--- src/rtl/pc_redirect_unit_pkg.sv ---
// pc_redirect_unit_pkg: shared fetch-side types and constants for the PC redirect unit.
package pc_redirect_unit_pkg;
    localparam int DEF_WORD_W = 32;
    localparam int WORD_BYTES = 4;
    typedef logic [DEF_WORD_W-1:0] word_t;
    typedef enum logic {RUN, HALTED} fetch_state_t;
    localparam word_t PC_INIT_DEF = 32'h0000_0000;
endpackage

--- src/rtl/pc_redirect_unit_arb.sv ---
// pc_redirect_unit_arb: picks the EX redirect over the ID jump, word-aligns the target and flags misalignment.
module pc_redirect_unit_arb #(
    parameter int W = 32
) (
    input  logic         i_jump_valid,
    input  logic [W-1:0] i_jump_addr,
    input  logic         i_ex_valid,
    input  logic [W-1:0] i_ex_target,
    output logic         o_redir,
    output logic [W-1:0] o_tgt,
    output logic         o_misalign
);
    logic [W-1:0] w_raw;
    assign w_raw      = i_ex_valid ? i_ex_target : i_jump_addr;
    assign o_redir    = i_ex_valid | i_jump_valid;
    assign o_tgt      = {w_raw[W-1:2], 2'b00};
    assign o_misalign = o_redir & (w_raw[1:0] != 2'b00);
endmodule

--- src/rtl/pc_redirect_unit.sv ---
// pc_redirect_unit: owns the PC, issues imem reads and applies EX/ID redirects,
// parking redirects that arrive mid-fetch until that fetch completes.
module pc_redirect_unit
    import pc_redirect_unit_pkg::*;
#(
    parameter int               WORD_W  = DEF_WORD_W,
    parameter logic [WORD_W-1:0] PC_INIT = PC_INIT_DEF
) (
    input  logic              i_clk,
    input  logic              i_rst,
    input  logic              i_ihit,
    input  logic              i_halt,
    input  logic              i_jump_valid,
    input  logic [WORD_W-1:0] i_jump_addr,
    input  logic              i_ex_valid,
    input  logic [WORD_W-1:0] i_ex_target,
    output logic              o_imem_ren,
    output logic [WORD_W-1:0] o_imemaddr,
    output logic [WORD_W-1:0] o_pc4,
    output logic              o_instr_valid,
    output logic              o_flush,
    output logic              o_halted,
    output logic              o_misalign_err
);
    fetch_state_t      r_state, w_state_nx;
    logic [WORD_W-1:0] r_pc, w_pc_nx, r_pend_tgt, w_pend_tgt_nx, w_tgt, w_pc4;
    logic              r_pend_v, w_pend_v_nx, r_misalign, w_misalign_nx;
    logic              w_redir, w_mis, w_run;

    pc_redirect_unit_arb #(.W(WORD_W)) u_arb (
        .i_jump_valid(i_jump_valid),
        .i_jump_addr (i_jump_addr),
        .i_ex_valid  (i_ex_valid),
        .i_ex_target (i_ex_target),
        .o_redir     (w_redir),
        .o_tgt       (w_tgt),
        .o_misalign  (w_mis)
    );

    assign w_run          = (r_state == RUN) & ~i_rst;
    assign w_pc4          = r_pc + WORD_W'(WORD_BYTES);
    assign o_imem_ren     = w_run;
    assign o_imemaddr     = r_pc;
    assign o_pc4          = w_pc4;
    assign o_flush        = w_run & w_redir;
    assign o_instr_valid  = w_run & i_ihit & ~w_redir & ~r_pend_v;
    assign o_halted       = r_state == HALTED;
    assign o_misalign_err = r_misalign;

    // The address never moves while a fetch is outstanding; redirects park in the pending slot.
    always_comb begin
        w_state_nx    = r_state;
        w_pc_nx       = r_pc;
        w_pend_v_nx   = r_pend_v;
        w_pend_tgt_nx = r_pend_tgt;
        w_misalign_nx = r_misalign;
        if (r_state == RUN) begin
            w_state_nx    = i_halt ? HALTED : RUN;
            w_misalign_nx = r_misalign | w_mis;
            if (i_ihit) begin
                w_pc_nx     = w_redir ? w_tgt : (r_pend_v ? r_pend_tgt : w_pc4);
                w_pend_v_nx = 1'b0;
            end else if (w_redir) begin
                w_pend_v_nx   = 1'b1;
                w_pend_tgt_nx = (i_ex_valid | ~r_pend_v) ? w_tgt : r_pend_tgt;
            end
        end
    end

    always_ff @(posedge i_clk) begin
        if (i_rst) begin
            r_state    <= RUN;
            r_pc       <= PC_INIT;
            r_pend_v   <= 1'b0;
            r_pend_tgt <= '0;
            r_misalign <= 1'b0;
        end else begin
            r_state    <= w_state_nx;
            r_pc       <= w_pc_nx;
            r_pend_v   <= w_pend_v_nx;
            r_pend_tgt <= w_pend_tgt_nx;
            r_misalign <= w_misalign_nx;
        end
    end
endmodule
--- config.mk ---
export PLATFORM = sky130hd
export DESIGN_NAME = pc_redirect_unit
export DESIGN_NICKNAME = d
export VERILOG_FILES = /design/src/rtl/pc_redirect_unit_pkg.sv /design/src/rtl/pc_redirect_unit_arb.sv /design/src/rtl/pc_redirect_unit.sv
export SDC_FILE = /design/constraint.sdc
export NUM_CORES = 1
export LEC_CHECK = 0
export ABC_AREA = 1
export CAP_MARGIN = 0
export CORE_MARGIN = 2
export CORE_UTILIZATION = 47
export DETAILED_ROUTE_END_ITERATION = 12
export PLACE_DENSITY = 0.83
export SLEW_MARGIN = 20
export SYNTH_ARGS = -nofsm -noshare
export SYNTH_HDL_FRONTEND = slang
export SYNTH_HIERARCHICAL = 1
export SYNTH_SLANG_ARGS = --single-unit
--- constraint.sdc ---
create_clock -name i_clk -period 2.2 [get_ports i_clk]
set_input_delay 0.44 -clock i_clk [delete_from_list [all_inputs] [get_ports i_clk]]
set_output_delay 0.44 -clock i_clk [all_outputs]
set_load 0.1 [all_outputs]
## Word level (Yosys, flattened, before mapping)

Cells that the tools add are included.

| storage, ports and cells | value |
|---|---|
| register bits after elaboration | 65 |
| bits in latches | 0 |
| RAM bits | 0 |
| bits in read-only memories | 0 |
| input bits | 70 |
| output and inout bits | 69 |
| memories | 0 |

| operators by class | value |
|---|---|
| $add $sub $neg | 1 |
| multiply operators | 0 |
| div/mod/pow operators | 0 |
| order comparisons | 0 |
| equality and inequality tests | 0 |
| shift-type cells | 0 |
| mux-type cells | 7 |
| bitwise operators | 14 |
| reductions and logical operators | 5 |

Operator list:

| operator | number |
|---|---|
| 32-bit 2-to-1 mux | 3 |
| 32-bit by 3-bit adder with 32-bit output, second input constant | 1 |
| 1-bit bitwise AND | 6 |
| 1-bit inverter | 5 |
| 1-bit 2-to-1 mux | 4 |
| 2-bit AND reduction | 2 |
| 4-bit AND reduction | 1 |
| 2-bit nonzero test | 2 |
| 1-bit OR | 3 |

## Logic depth before layout (Yosys ltp)

| depth | value |
|---|---|
| word-level depth | 5 |
| gate-level depth with buffers | 12 |
| depth with buffers taken out | 10 |

## Cells and area by module

Netlist, hierarchy kept.

Modules (own cells, without submodules):

| module | instances | cells each | area an instance (um^2) | seq. area each (um^2) |
|---|---|---|---|---|
| pc_redirect_unit | 1 | 617 | 3826.2 | 1341.3 |
| pc_redirect_unit_arb | 1 | 110 | 505.5 | 0.0 |

## Least setup slack after synthesis

No wires, ideal clock.

| path | value |
|---|---|
| kind | register to output |
| start point | register r_state, in the netlist o_halted |
| end point | output o_instr_valid |
| data arrival time | 4.432 ns |
| data required time | 1.760 ns |
| setup slack | -2.672 ns |
| stages on the path, launching flop included | 4 |
| path buffers | 0 |
| cells stage by stage | dfxtp_1 -> nor2_1 -> inv_1 -> nor3_1 |

| on the way | value |
|---|---|
| cells in the longest elaborated chain, start to end | 5 |

RTL lines:

| item | line | text |
|---|---|---|
| from (decl) | pc_redirect_unit.sv:25 | `fetch_state_t r_state, w_state_nx;` |
| from (signal assigned) | pc_redirect_unit.sv:78 | `r_state <= w_state_nx;` |
| 1-bit inverter (no source line) | - |  |
| 1-bit bitwise AND | pc_redirect_unit.sv:40 | `assign w_run = (r_state == RUN) & ~i_rst;` |
| via o_imem_ren | pc_redirect_unit.sv:17 | `output logic o_imem_ren,` |
| 1-bit bitwise AND (3 in series) | pc_redirect_unit.sv:46 | `assign o_instr_valid = w_run & i_ihit & ~w_redir & ~r_pend_v;` |
| to (decl) | pc_redirect_unit.sv:20 | `output logic o_instr_valid,` |

The timed path passes the listed nets, and every way through them passes these cells.

## Final worst setup path

| path | value |
|---|---|
| start point | register r_pc[2], in the netlist o_imemaddr[2] |
| end point | output o_pc4[21] |

| on the way | value |
|---|---|
| cells in the longest elaborated chain, start to end | 1 |

RTL lines:

| item | line | text |
|---|---|---|
| from (decl) | pc_redirect_unit.sv:26 | `logic [WORD_W-1:0] r_pc, w_pc_nx, r_pend_tgt, w_pend_tgt_nx, w_tgt, w_pc4;` |
| from (signal assigned) | pc_redirect_unit.sv:79 | `r_pc <= w_pc_nx;` |
| 32-bit by 3-bit adder with 32-bit output | pc_redirect_unit.sv:41 | `assign w_pc4 = r_pc + WORD_W'(WORD_BYTES);` |
| to (decl) | pc_redirect_unit.sv:19 | `output logic [WORD_W-1:0] o_pc4,` |

No other way between the ends.

==> parameters.txt <==
Parameter                              Value

Status
  Result of the run ... complete, but fails checks
  Violated checks ... setup timing

STA
  Highest Clock Rate ... between 400 and 500 MHz
  Share of the clock period used by the worst path after layout ... 105%
  Tightest slew margin relative to the limit ... about three fifths
  Slew @ Worst Pin ... around 0.60 ns
  Setup tns final ... -0.997 ns
  Post-route setup slack ... -0.113 ns
  Final-report hold violation count ... 0
  Count of final setup violators ... 18
  RSZ-0062 raised after global routing ... true
  Maximum clock skew at final layout ... approximately 0.012 ns
  Final Max Slew Viols ... 0
  Post-route minimum period ... 2.31 ns

Place
  GP Congestion ... 0.889
  DP Area ... approximately 0.0065 mm^2
  Total of buffers placed on input and output ports ... between 100 and 150
  Worst Setup Slack post-DPL ... -0.0259 ns
  Post-DP HPWL ... roughly 11 mm

Yosys
  Post-synth top flop ... sky130_fd_sc_hd__dfxtp_1
  Number of instances in the synthesized netlist ... 727
  Top cell type's share of synthesized area ... around 31%
  Async SR Flop Fraction ... 0%
  Count of flip-flops with a built-in enable after synthesis ... 0
  Cell types occupying the most area after synthesis ... sky130_fd_sc_hd__dfxtp_1, sky130_fd_sc_hd__nand2_1, sky130_fd_sc_hd__nor2_1, sky130_fd_sc_hd__o21ai_0, sky130_fd_sc_hd__a21oi_1
  Area of the mapped netlist ... between 0.004 and 0.005 mm^2
  Post-synthesis average cell area ... 5.96 um^2
  Register bit total from synthesis ... 67
  Number of library cell types mapped by synthesis ... 35
  Proportion of synthesized chip area in sequential cells ... between 30% and 40%
  Largest area contributor in the netlist ... sky130_fd_sc_hd__dfxtp_1
  Count of warnings emitted by yosys ... 6

Floorplanning
  Total core area ... between 0.009 and 0.01 mm^2
  Starting Density ... 47.6%
  Height of the die ... ~100 um
  Floorplan die width ... ~100 um
  I/O pin cnt ... 139
  Full die area ... approximately 0.01 mm^2
  Number of placement rows ... 35

CTS
  Clk Latency, worst-skew pair ... approximately 0.34 ns
  Clock tree buffer depth ... 2
  Root buffer cell ... sky130_fd_sc_hd__clkbuf_8
  Reg clk slew, reported paths ... ~0.08 ns
  H-tree lvl count ... 3
  TritonCTS sink count ... 67
  Number of CTS-inserted buffers ... 9
  TritonCTS clock tree ... built

Flow run
  Max cap viols ... 0

Global routing
  Largest net degree at the start of global routing ... 65
  GRT Overall Usage ... 30.2%
  Overflow left after global routing ... 0
  Vias in the first global route ... between 5000 and 6000
  Number of antenna violations at the first check in global routing ... 0
  Wire length of the first global-routing pass ... between 20 and 25 mm

Critical path
  Startpoint of the lowest-slack register-to-register path ... o_imemaddr[2]$_SDFFE_PP0P_
  Launching element type of the critical path ... flip-flop
  Data required time at the worst endpoint ... approximately 1.8 ns
  Endpoint kind of the worst setup timing path ... output pin
  CP Launch Point ... o_imemaddr[2]$_SDFFE_PP0P_
  Largest fanout on the critical path ... 7
  Worst Setup Path Type ... flip-flop to output pin
  Arrival time of data at the critical path endpoint ... roughly 1.9 ns
  Reg-to-reg setup timing slack ... around 0.4 ns

Pwr
  Total power density per cell area ... a little over 600 mW/mm^2
  Total design power ... ~0.0043 W
  VDD IR-drop max ... 0.000330 V
  Leakage power ... approximately 3.0 nW

Route
  Wire length after detailed routing ... approximately 15 mm
  Routed length per instance ... around 15 um
  Drt first pass iters ... 6
  Mean number of vias per cell ... around 5.5
  DRC marker count from the first detailed-route iteration ... between 300 and 400
  Residual antenna-violating net count after detailed routing ... 0
  Total vias in the final route ... 5427
  Final routed DRC violation total ... 0

Cells and area
  # nets final ... 945
  Count of antenna diodes in the layout ... 0
  Util after Layout ... 77.7%
  Commonest cells after routing, fill and taps aside ... sky130_fd_sc_hd__nand2_1, sky130_fd_sc_hd__nor2_1, sky130_fd_sc_hd__a21oi_1
  Fraction of final layout cells with drive strength greater than 1 ... about a third
  Area growth from synthesis to layout ... 63.4%
  Fillers ... 678
  Most frequent standard cell in the layout excluding fill and tap cells ... sky130_fd_sc_hd__nand2_1
  Final instance area ... 0.00708 mm^2

Worst hold path
  Min-Delay Path Class ... flip-flop to flip-flop
  Critical hold path startpoint ... r_pend_tgt[29]$_SDFFE_PP0P_
==> repair_timing <==
item / CTS / global route
gates resized for setup: 34 / 41
setup endpoints to repair: 23 / 22
cloned: 0 / 0
hold buffers: 0 / 0
pin swaps: 17 / 24
setup buffers: 7 / 10
==> layout make-up <==
type	count	area, um^2	area share (%)
clock buffers	10	138	1.94
clock inverters	6	65.1	0.919
inverters	53	214	3.02
multi-input cells	566	3170	44.8
flip-flops and latches	67	1410	20.0
well taps	111	139	1.96
repair buffers	177	1940	27.4
==> report_power, final <==
| part | total, W | internal, W | switching [W] |
|---|---|---|---|
| clock network | 0.00105 | 0.000552 | 0.000494 |
| logic | 0.00185 | 0.000600 | 0.00125 |
| registers | 0.00144 | 0.00132 | 0.000120 |
==> per-layer routing <==
layer / vias to the layer above / GRT usage [%] / wire [um]
li1: 2607 / - / -
met1: 2515 / 35.5 / 5860
met2: 269 / 54.9 / 7890
met3: 36 / 4.81 / 1170
met4: 0 / 11.5 / 367
met5: - / 0 / 0
==> cell families (layout without fill, tap and decap cells) <==
group                      after synthesis  count (layout)  synth area share, %
and+or+nand+nor                        388             388                 36.7
buffers and inverters                   95             246                 10.2
xor gates and xnor gates                 8               8                 1.62
DFF                                     67              67                 31.0
adders and majority gates                1               1                0.289
other                                    1               2               0.0866
AOI/OAI and AO/OA                      167             167                 20.1
==> Yosys cell counts, types with 5 or more instances <==
cell type	count
sky130_fd_sc_hd__nand2_1	207
sky130_fd_sc_hd__nor2_1	123
sky130_fd_sc_hd__o21ai_0	76
sky130_fd_sc_hd__a21oi_1	74
sky130_fd_sc_hd__dfxtp_1	67
sky130_fd_sc_hd__inv_1	48
sky130_fd_sc_hd__nand3_1	29
sky130_fd_sc_hd__clkbuf_1	24
sky130_fd_sc_hd__nand2_2	13
sky130_fd_sc_hd__buf_4	8
sky130_fd_sc_hd__nor2_2	6
sky130_fd_sc_hd__o21ai_1	6
sky130_fd_sc_hd__xor2_1	5
==> per-stage QoR <==
step | instances | hold slack, ns
global route | 990 | 0.472
CTS | 980 | 0.454
floorplan | 728 | 0.430
detailed placement | 957 | 0.443
finish | 990 | 0.453
global placement | 957 | 0.436
==> worst max-delay path: stages, from the launching register on <==
cell                         delay (ns)
sky130_fd_sc_hd__dfxtp_4           0.40
sky130_fd_sc_hd__clkinvlp_4        0.12
sky130_fd_sc_hd__nor2_4            0.19
sky130_fd_sc_hd__nand2_4           0.13
sky130_fd_sc_hd__nor2_4            0.24
sky130_fd_sc_hd__nand3_2           0.19
sky130_fd_sc_hd__nand2_8           0.10
sky130_fd_sc_hd__buf_12            0.16
==> final timing paths <==
path,to,depth (start not counted)
max,o_pc4[21],7
max reg2reg,o_imemaddr[30]$_SDFFE_PP0P_,12
min,r_pend_tgt[29]$_SDFFE_PP0P_,2
min reg2reg,r_pend_tgt[29]$_SDFFE_PP0P_,2
==> registers in the layout, summed over array words and instances, names as in the netlist <==
register and cells:
o_misalign_err 1, r_pend_v 1, o_imemaddr 32, o_halted 1
r_pend_tgt 32
Note: power is estimated with default switching activity, not from simulation.
==> variant, RTL diff (config.mk and constraints unchanged) <==
Reset style: asynchronous (`i_rst`), changed in one clocked block.
--- a/src/rtl/pc_redirect_unit.sv
+++ b/src/rtl/pc_redirect_unit.sv
@@ -67,7 +67,7 @@
         end
     end
 
-    always_ff @(posedge i_clk) begin
+    always_ff @(posedge i_clk or posedge i_rst) begin
         if (i_rst) begin
             r_state    <= RUN;
             r_pc       <= PC_INIT;
Behaviour: differs if i_rst is asserted again (counterexample within 4 cycles, from zero or initial values and one cycle with i_rst high); with i_rst held inactive, the same outputs for 4 cycles.
==> variant against the unedited design <==
- the flow still finishes with violations (negative setup slack)
- via count down 13%
- total power up 33%
- register-to-register slack worse by 110 ps
- routed wire length down 5.2%
- worst setup slack worse by 78 ps
- cell area up 1.6%
- critical path depth up 1
- clock power down 9.9%
- synthesized area up 0.23%
- sequential cell count unchanged
- critical path type unchanged
- largest power group unchanged
==> variant: results (changes against the unedited design) <==
* Worst-path clk slew at 70 ps
* Post-synth cell types at 35 (unchanged)
* Post-synth ARST share at 1.00 (+1.00)
* CP peak stage delay at 410 ps
* Critical path arrival at 1950 ps (+80 ps)
* GPL Wtd Cong at 0.877 (-1.3%)
* Post-synthesis xor/xnor area fraction at 0.0406 (+0.0245)
* Drt first pass iters at 5 (-1)
* Vias per cell at 5.47 (-0.28%)
* CTS Buffer Depth at 2 (unchanged)
* First-pass GRT wire length at 22.7 mm (-6.3%)
* Synth top cells by count: nand2_1 (195), dfrtp_1 (67), nor2_1 (57)
* Final HPWL DP at 10.4 mm (-3.6%)
* GRT Total Usage at 0.287 (-0.0143)
* CTS Root Buffer Type: clkbuf_8
* Hold crit path type: reg2reg
* Place WS at -108 ps (-82.5 ps)
* Clock latency on the worst-skew pair at 350 ps
* Largest net degree at the start of global routing at 68 (+4.6%)
* Total CTS buffers at 9 (unchanged)
* Failing checks: negative setup slack
* Final setup viols at 23 (+5)
* Flop2flop setup slack at 290 ps (-110 ps)
* Crit path max fanout at 4 (-3)
* Compound-Gate Fraction of Synth Area at 0.120 (-0.0806)
* Worst Skew at 13.6 ps (+1.21 ps)
* Path depth of the worst reg2reg path at 11 (-1)
* Area contributors post-synth: dfrtp_1 (39%), nand2_1 (17%), mux2_2 (6.5%), nor2_1 (4.9%), a221oi_1 (4.8%)
* Drt total wl at 14.5 mm (-5.2%)
* Post-synthesis sequential area ratio at 0.386 (+0.0765)
* Max-Cap Viols at 0 (unchanged)
* NumNets Final at 817 (-14%)
* Initial DRC count at 316 (+4.3%)
* Ratio of cells with drive above 1 in the final layout at 0.387 (+0.0701)
* H-Tree Depth at 3 (unchanged)
* Cell Area, Placed at 0.00659 mm² (+1.4%)
* Mux cell area share after synthesis at 0.0648 (+0.0648)
* Status: finished with violations
* Static leakage at 3.30 nW (+11%)
* ANT cells at 0 (unchanged)
* Crit path to: o_pc4[12]
* Family with the most delay on the worst path: buffers and inverters
* CP max stage cell: dfrtp_2
* Initial antenna violation count at 0 (unchanged)
* Vias in the first global route at 4730 (-11%)
* Maximum VDD drop at 0.534 mV (+62%)
* Area leader, netlist: dfrtp_1
* Final ANT Viol Nets at 0 (unchanged)
* Worst R2R End: o_imemaddr[18]
* Crit path launch: o_imemaddr[3]
* Final worst setup slack at -191 ps (-78.0 ps)
* Synth warn at 6 (unchanged)
* Post-Synth Adder-Cell Area at 0.00288 (-0.00000666)
* Number of port buffers at 138 (unchanged)
variant: changes by cell type in the layout (fill, tap and decap cells not counted), sizes merged, moves of 22 or more:
| cell | before | now |
|---|---|---|
| mux2 | 0 | 25 |
| nor2 | 133 | 71 |
| a21oi | 77 | 33 |
| dfxtp | 67 | 0 |
| nand3 | 29 | 7 |
| o21ai | 82 | 13 |
| buf | 108 | 132 |
| dfrtp | 0 | 67 |
| a221oi | 0 | 24 |
variant: report_power, final:
| part | leakage, nW | switching, mW | internal [mW] |
|---|---|---|---|
| Sequential | 0.799 | 0.189 | 1.40 |
| Clock | 0.0867 | 0.475 | 0.471 |
| Combinational | 2.41 | 2.18 | 1.06 |
variant: final cells by class:
cell class | instances | area [µm²]
inverters | 41 | 164
clock inverters | 2 | 12.5
clock buffers | 14 | 163
flip-flops and latches | 67 | 1700
multi-input cells | 426 | 2840
fillers | 584 | 1920
repair buffers | 201 | 2170
well taps | 111 | 139
variant: what timing repair did:
item,CTS,global route
pin swaps,24,10
buffers inserted,27,11
gates resized for setup,19,25
setup endpoints to repair,27,29
variant: worst min path at each step:
stage / cells after the start / slack [ps] / to / start
CTS: 2 / 490 / r_pend_tgt[10] / r_pend_tgt[10]
global placement: 2 / 470 / r_pend_tgt[8] / r_pend_tgt[8]
floorplan: 2 / 450 / r_pend_tgt[10] / r_pend_tgt[10]
global route: 2 / 510 / r_pend_tgt[10] / r_pend_tgt[10]
finish: 2 / 490 / r_pend_tgt[10] / r_pend_tgt[10]
detailed placement: 2 / 470 / r_pend_tgt[10] / r_pend_tgt[10]
variant: logic make-up after synthesis:
logic type | Yosys count
xor+xnor | 15
buf+inv | 71
flops | 67
other cells | 1
compound gates | 81
mux | 25
simple gates | 302
fa+ha+maj | 1
variant: metal layers:
metal,track usage,share of wire,vias up
met5,0,0,-
met4,0.101,0.020,0
met3,0.0383,0.065,25
met2,0.504,0.53,223
met1,0.365,0.39,2285
li1,-,-,2179
variant: worst register-to-register path, delay by kind of cell (launching register included):
kind | cells | cell delay (ps)
adders and majority gates | 1 | 170
buffers and inverters | 3 | 340
AOI/OAI and AO/OA | 1 | 150
and+or+nand+nor | 5 | 580
DFF | 1 | 410
xor gates and xnor gates | 1 | 180
variant: stage by stage:
| step | instances | setup TNS (ps) |
|---|---|---|
| 2_1_floorplan | 564 | -11940 |
| 3_3_place_gp | 809 | 0 |
| 3_5_place_dp | 809 | -1440 |
| 4_1_cts | 852 | -2220 |
| 5_1_grt | 862 | -4390 |
| 6_report | 862 | -2800 |
